===== src/rtl/wb_load_queue_if.sv =====
// Request, response and write-back signals of the load write-back unit.
interface wb_load_queue_if #(
    parameter int XLEN = 32
);
    localparam int AW = $clog2(XLEN / 8);

    logic            req_valid;
    logic            req_ready;
    logic [2:0]      req_funct3;
    logic [AW-1:0]   req_addr_lo;
    logic [4:0]      req_rd;
    logic            rsp_valid;
    logic [XLEN-1:0] rsp_data;
    logic            wb_valid;
    logic [4:0]      wb_rd;
    logic [XLEN-1:0] wb_data;
    logic            wb_err;
    logic            rsp_orphan;

    // Core / memory side: issues loads, returns raw data, consumes write-back.
    modport master (
        output req_valid, req_funct3, req_addr_lo, req_rd, rsp_valid, rsp_data,
        input  req_ready, wb_valid, wb_rd, wb_data, wb_err, rsp_orphan
    );

    // Load unit side.
    modport slave (
        input  req_valid, req_funct3, req_addr_lo, req_rd, rsp_valid, rsp_data,
        output req_ready, wb_valid, wb_rd, wb_data, wb_err, rsp_orphan
    );
endinterface


===== src/rtl/wb_load_queue.sv =====
// Write-back load unit: queues metadata of outstanding loads, aligns and
// extends memory responses in order, and generates the branch bubble.
module wb_load_queue #(
    parameter int XLEN         = 32,
    parameter int DEPTH        = 4,
    parameter int FLUSH_CYCLES = 2
) (
    input  logic             clk,
    input  logic             reset,
    wb_load_queue_if.slave   bus,
    input  logic             flush,
    input  logic             branch_in,
    input  logic             stall_read,
    output logic             wb_stall
);
    localparam int AW = $clog2(XLEN / 8);
    localparam int PW = $clog2(DEPTH);

    typedef struct packed {
        logic [2:0]    funct3;
        logic [AW-1:0] addr_lo;
        logic [4:0]    rd;
    } entry_t;

    entry_t          queue [DEPTH];
    logic [PW-1:0]   wr_ptr;
    logic [PW-1:0]   rd_ptr;
    logic [PW:0]     count;
    logic            full;
    logic            empty;
    logic            push;
    logic            pop;

    entry_t          head;
    logic [XLEN-1:0] shifted;
    logic [XLEN-1:0] ext;
    logic [2:0]      size_mask;
    logic [2:0]      addr3;
    logic            illegal;
    logic            misaligned;
    logic            err;

    logic [3:0]      bubble_cnt;
    logic [3:0]      bubble_next;

    assign full          = (count == (PW+1)'(DEPTH));
    assign empty         = (count == '0);
    assign bus.req_ready = !full;
    assign push          = bus.req_valid && !full && !flush;
    assign pop           = bus.rsp_valid && !empty && !flush;
    assign head          = queue[rd_ptr];

    // Queue storage: written on push only, no reset needed.
    always_ff @(posedge clk) begin
        if (push) begin
            queue[wr_ptr] <= '{funct3: bus.req_funct3, addr_lo: bus.req_addr_lo, rd: bus.req_rd};
        end
    end

    // Pointer and occupancy bookkeeping; flush overrides push and pop.
    always_ff @(posedge clk) begin
        if (reset || flush) begin
            wr_ptr <= '0;
            rd_ptr <= '0;
            count  <= '0;
        end else begin
            if (push) wr_ptr <= wr_ptr + 1'b1;
            if (pop)  rd_ptr <= rd_ptr + 1'b1;
            case ({push, pop})
                2'b10:   count <= count + 1'b1;
                2'b01:   count <= count - 1'b1;
                default: count <= count;
            endcase
        end
    end

    // Align the response to the head entry's byte offset and extend it.
    always_comb begin
        shifted   = bus.rsp_data >> {head.addr_lo, 3'b000};
        addr3     = 3'(head.addr_lo);
        ext       = '0;
        size_mask = 3'b000;
        illegal   = 1'b0;
        case (head.funct3)
            3'b000: ext = XLEN'($signed(shifted[7:0]));
            3'b001: begin ext = XLEN'($signed(shifted[15:0])); size_mask = 3'b001; end
            3'b010: begin ext = XLEN'($signed(shifted[31:0])); size_mask = 3'b011; end
            3'b011: begin ext = shifted; size_mask = 3'b111; illegal = (XLEN == 32); end
            3'b100: ext = XLEN'(shifted[7:0]);
            3'b101: begin ext = XLEN'(shifted[15:0]); size_mask = 3'b001; end
            3'b110: begin ext = XLEN'(shifted[31:0]); size_mask = 3'b011; illegal = (XLEN == 32); end
            default: illegal = 1'b1;
        endcase
        misaligned = (addr3 & size_mask) != 3'b000;
        err        = illegal || misaligned;
    end

    // Registered write-back; data, rd and err hold while no load retires.
    always_ff @(posedge clk) begin
        if (reset) begin
            bus.wb_valid   <= 1'b0;
            bus.wb_rd      <= '0;
            bus.wb_data    <= '0;
            bus.wb_err     <= 1'b0;
            bus.rsp_orphan <= 1'b0;
        end else begin
            bus.wb_valid   <= pop;
            bus.rsp_orphan <= bus.rsp_valid && empty && !flush;
            if (pop) begin
                bus.wb_rd   <= head.rd;
                bus.wb_data <= err ? '0 : ext;
                bus.wb_err  <= err;
            end
        end
    end

    // Next bubble count: branch reloads, otherwise count down unless fetch stalls.
    always_comb begin
        bubble_next = bubble_cnt;
        if (!stall_read) begin
            if (branch_in)               bubble_next = 4'(FLUSH_CYCLES);
            else if (bubble_cnt != '0)   bubble_next = bubble_cnt - 1'b1;
        end
    end

    // Bubble counter and its registered stall flag, kept in step with each other.
    always_ff @(posedge clk) begin
        if (reset) begin
            bubble_cnt <= '0;
            wb_stall   <= 1'b0;
        end else begin
            bubble_cnt <= bubble_next;
            wb_stall   <= (bubble_next != '0);
        end
    end
endmodule


===== src/flat_wrapper.sv =====
// flat-port wrapper written by rule: the top's interface ports become plain ports
module wb_load_queue_flat 
#(
    parameter int XLEN         = 32,
    parameter int DEPTH        = 4,
    parameter int FLUSH_CYCLES = 2
)
  (clk, reset, flush, branch_in, stall_read, wb_stall, bus_req_valid, bus_req_funct3, bus_req_addr_lo, bus_req_rd, bus_rsp_valid, bus_rsp_data, bus_req_ready, bus_wb_valid, bus_wb_rd, bus_wb_data, bus_wb_err, bus_rsp_orphan);
  wb_load_queue_if #(.XLEN(XLEN)) bus_i ();
  input  logic clk;
  input  logic reset;
  input  logic flush;
  input  logic branch_in;
  input  logic stall_read;
  output logic wb_stall;
  input wire logic [$bits(bus_i.req_valid)-1:0] bus_req_valid;
  input wire logic [$bits(bus_i.req_funct3)-1:0] bus_req_funct3;
  input wire logic [$bits(bus_i.req_addr_lo)-1:0] bus_req_addr_lo;
  input wire logic [$bits(bus_i.req_rd)-1:0] bus_req_rd;
  input wire logic [$bits(bus_i.rsp_valid)-1:0] bus_rsp_valid;
  input wire logic [$bits(bus_i.rsp_data)-1:0] bus_rsp_data;
  output wire logic [$bits(bus_i.req_ready)-1:0] bus_req_ready;
  output wire logic [$bits(bus_i.wb_valid)-1:0] bus_wb_valid;
  output wire logic [$bits(bus_i.wb_rd)-1:0] bus_wb_rd;
  output wire logic [$bits(bus_i.wb_data)-1:0] bus_wb_data;
  output wire logic [$bits(bus_i.wb_err)-1:0] bus_wb_err;
  output wire logic [$bits(bus_i.rsp_orphan)-1:0] bus_rsp_orphan;
  assign bus_i.req_valid = bus_req_valid;
  assign bus_i.req_funct3 = bus_req_funct3;
  assign bus_i.req_addr_lo = bus_req_addr_lo;
  assign bus_i.req_rd = bus_req_rd;
  assign bus_i.rsp_valid = bus_rsp_valid;
  assign bus_i.rsp_data = bus_rsp_data;
  assign bus_req_ready = bus_i.req_ready;
  assign bus_wb_valid = bus_i.wb_valid;
  assign bus_wb_rd = bus_i.wb_rd;
  assign bus_wb_data = bus_i.wb_data;
  assign bus_wb_err = bus_i.wb_err;
  assign bus_rsp_orphan = bus_i.rsp_orphan;
  wb_load_queue #(.XLEN(XLEN), .DEPTH(DEPTH), .FLUSH_CYCLES(FLUSH_CYCLES)) u_core (.clk(clk), .reset(reset), .bus(bus_i), .flush(flush), .branch_in(branch_in), .stall_read(stall_read), .wb_stall(wb_stall));
endmodule

===== config.mk =====
export PLATFORM = sky130hd
export DESIGN_NAME = wb_load_queue_flat
export DESIGN_NICKNAME = d
export VERILOG_FILES = /design/src/rtl/wb_load_queue_if.sv /design/src/rtl/wb_load_queue.sv /design/src/flat_wrapper.sv
export SDC_FILE = /design/constraint.sdc
export NUM_CORES = 1
export LEC_CHECK = 0
export ABC_AREA = 1
export CAP_MARGIN = 20
export CORE_UTILIZATION = 25
export CTS_BUF_LIST = sky130_fd_sc_hd__clkbuf_16
export DETAILED_ROUTE_END_ITERATION = 10
export GPL_ROUTABILITY_DRIVEN = 0
export PLACE_DENSITY_LB_ADDON = 0.25
export SYNTH_ARGS = -nofsm -noshare
export SYNTH_HDL_FRONTEND = slang
export SYNTH_SLANG_ARGS = --single-unit

===== constraint.sdc =====
create_clock -name clk -period 2.99 [get_ports clk]
set_input_delay 0.4485 -clock clk [delete_from_list [all_inputs] [get_ports clk]]
set_output_delay 0.4485 -clock clk [all_outputs]
set_load 0.02 [all_outputs]

==> metrics.md <==
| Metric | Value |
|---|---|
| Arr. time, crit path | `2.71 ns` |
| Final max-slew violation count | `0` |
| Later-pin clock latency in the skew report | `0.35 ns` |
| Antenna Cells | `0` |
| Worst hold path type | `reg2reg` |
| IO Count | `91` |
| Peak supply drop | `321 uV` |
| Mapped Area | `4570 um2` |
| Antenna-violating nets left | `0` |
| Routed vias/inst | `4.61` |
| Post-synthesis cell type count | `33` |
| Sink Count | `94` |
| Initial core utilization | `25.5%` |
| Max Fclk | `413 MHz` |
| Crit share post-route | `80.9%` |
| Multi-input gate area | `1920 um2` |
| Post-route cell area | `5930 um2` |
| Worst Skew | `0.00888 ns` |
| Die Height | `137 um` |
| Pwr/cell area | `479 nW/um2` |
| Fillers | `1,865` |
| Final core occ | `33.1%` |
| Htree depth | `3` |
| Reg2Reg Setup Slack | `0.57 ns` |
| Worst-path clk slew | `0.07 ns` |
| Clock period minus worst slack | `2.42 ns` |
| # setup viols final | `0` |
| Status | `finished, final reports clean` |
| Post-cts repair resize count | `0` |
| Number of buffers created by CTS | `9` |
| P_leak | `0.00228 uW` |
| Yosys reg bits | `94` |
| Worst reg2reg path depth | `13` |
| Post-DP HPWL | `8.58 mm` |
| Clock Tree Buf Depth | `2` |
| Dpl cells | `855` |
| Nets | `697` |
| Crit path to | `u_core.bus.wb_err` |
| WS Path Type | `reg2reg` |
| Cts hold-fix bufs | `0` |
| Yosys warns | `0` |
| Mapped Cells | `557` |
| Sequential-to-total area share from yosys stat | `50.0%` |
| Worst R2R End | `u_core.bus.wb_err` |
| CP Launch Type | `register` |
| WL per Instance | `14.0 um` |
| Layout area overhead | `29.9%` |
| Final std cells w/o fill | `871` |
| Clock root cell | `clkbuf_16` |
| Crit end category | `register` |
| TritonCTS clock tree | `done` |
| Detailed Routing Iterations Pass 1 | `5` |
| RSZ-0062 raised after global routing | `no` |
| IO buf count | `90` |
| Total Wirelength | `12.2 mm` |
| Initial antenna violation count | `0` |
| Layout cell share with drive strength beyond 1 | `7.63%` |
| Mapped Nets | `617` |
| First-pass GRT wire length | `19.0 mm` |
| FF+latch area | `2280 um2` |
| Setup TNS | `0 ns` |
| Die X | `137 um` |
| Post-DP Area | `5640 um2` |
| DIE AREA | `18,800 um2` |
| Via count | `4,013` |
| GRT Total Usage | `13.2%` |
| Largest net degree at the start of global routing | `38` |
| Worst slew pin tran | `0.568 ns` |
| Core area | `17,900 um2` |
| Rows | `49` |
| Slew headroom | `62.1%` |
| PnR Total Power | `2840 uW` |
| Maxcap violations | `0` |
| Total grt overflow | `0` |
| Syn Area/Cell | `8.20 um2` |
| Worst path required time | `3.28 ns` |
| Vias in the first global route | `3,838` |
| Final hold vios | `0` |
| Worst Path Max Fanout | `33` |
| DRT iter0 DRCs | `237` |
| Residual DRC count | `0` |
| Post-CTS setup buffers | `0` |
registers in the layout, summed over array words and instances (netlist names), named ones only:
name,cells
u_core.bubble_cnt,4
u_core.bus.rsp_orphan,1
u_core.bus.wb_data,32
u_core.bus.wb_err,1
u_core.bus.wb_rd,5
u_core.bus.wb_valid,1
u_core.count,3
u_core.queue,40
u_core.rd_ptr,2
u_core.wb_stall,1
u_core.wr_ptr,2
final cells by class:
type | instances | area share, %
clock buffer | 10 | 4.22
tap | 229 | 4.83
multi-input combinational | 391 | 32.4
clock inverter | 6 | 0.633
timing repair buffer | 102 | 16.9
inverter | 39 | 2.51
sequential | 94 | 38.5
cell families (layout without fill, tap and decap cells):
family                     after synthesis  count (layout)  share of synthesized area (%)
AOI/OAI and AO/OA                       91              91                           10.3
xor gates and xnor gates                 2               2                          0.384
and+or+nand+nor                        287             287                           28.2
buffers and inverters                   72             157                           7.95
adders and majority gates               11              11                           3.18
DFF                                     94              94                           50.0
per-layer routing:
| metal | global-route usage, % | part of all wire, % | vias to the layer above |
|---|---|---|---|
| met3 | 2.78 | 7.0 | 11 |
| met2 | 21.7 | 45 | 127 |
| met5 | 0 | 0 | - |
| met1 | 16.9 | 46 | 1856 |
| li1 | - | - | 2019 |
| met4 | 5.07 | 1.5 | 0 |
cells in the final DEF, fill, tap and decap left out:
master,Yosys,layout
nand3b_1,1,1
clkinvlp_4,0,1
ha_1,10,10
a32oi_1,2,2
fa_1,1,1
clkdlybuf4s50_1,0,90
inv_2,3,3
xnor2_1,1,1
buf_12,0,1
nand3_2,6,6
inv_1,35,37
dfxtp_1,54,54
a31oi_1,5,5
o21ai_1,2,2
nor3_1,3,3
or2_2,2,2
and3_1,1,1
nand2_4,1,1
nand3_1,61,61
xor2_1,1,1
nand4_1,8,8
nor2_1,40,40
nand2_2,7,7
clkinv_4,0,1
nand2_1,154,154
o21ai_0,26,26
clkinv_2,0,1
nand3_4,2,2
buf_4,4,11
clkbuf_16,0,10
o211ai_1,1,1
a21oi_1,55,55
inv_4,1,1
nor2_4,1,1
edfxtp_1,40,40
inv_6,0,1
synth_stat cells (all sizes together):
library cell  number  area share [%]
dfxtp             54              24
o21ai             28             3.1
nand2            162              14
edfxtp            40              26
nor2              41             3.5
xor2               1            0.19
nand3             69             8.8
a31oi              5            0.69
or2                2            0.27
and3               1            0.14
nand4              8             1.1
nand3b             1            0.16
a21oi             55             6.0
nor3               3            0.33
clkbuf            12            0.99
a32oi              2            0.38
xnor2              1            0.19
buf               21             3.7
inv               39             3.3
ha                10             2.7
o211ai             1            0.16
fa                 1            0.44
per-stage QoR:
stage	setup WS (ns)	hold slack [ns]
detailed placement	0.493	0.456
CTS	0.516	0.463
finish	0.571	0.462
global route	0.310	0.480
floorplan	0.631	0.436
global placement	0.528	0.446
where the power goes:
part / total (uW) / switching [uW] / internal (uW)
Clock: 1120 / 509 / 612
Combinational: 346 / 199 / 148
Sequential: 1370 / 10.8 / 1360
worst min-delay path by stage:
stage                                from                    end  depth (start not counted)
floorplan                u_core.rd_ptr[1]               register                          2
global placement         u_core.rd_ptr[1]       u_core.rd_ptr[1]                          2
finish                   u_core.rd_ptr[1]               register                          2
CTS                      u_core.rd_ptr[1]               register                          2
global route        u_core.bus.wb_data[0]  u_core.bus.wb_data[0]                          2
detailed placement  u_core.bus.wb_data[0]  u_core.bus.wb_data[0]                          2
worst max-delay path, cell delays in order, from the launching register on:
cell,delay [ns]
dfxtp_1,0.39
inv_2,0.29
nand2_1,0.09
a32oi_1,0.32
inv_1,0.11
ha_1,0.29
inv_1,0.04
o21ai_1,0.12
nand2_1,0.07
nand3_2,0.09
nor2_4,0.04
buf_12,0.19
or2_2,0.27
inv_1,0.05
Power figures use the tool's default switching activity.
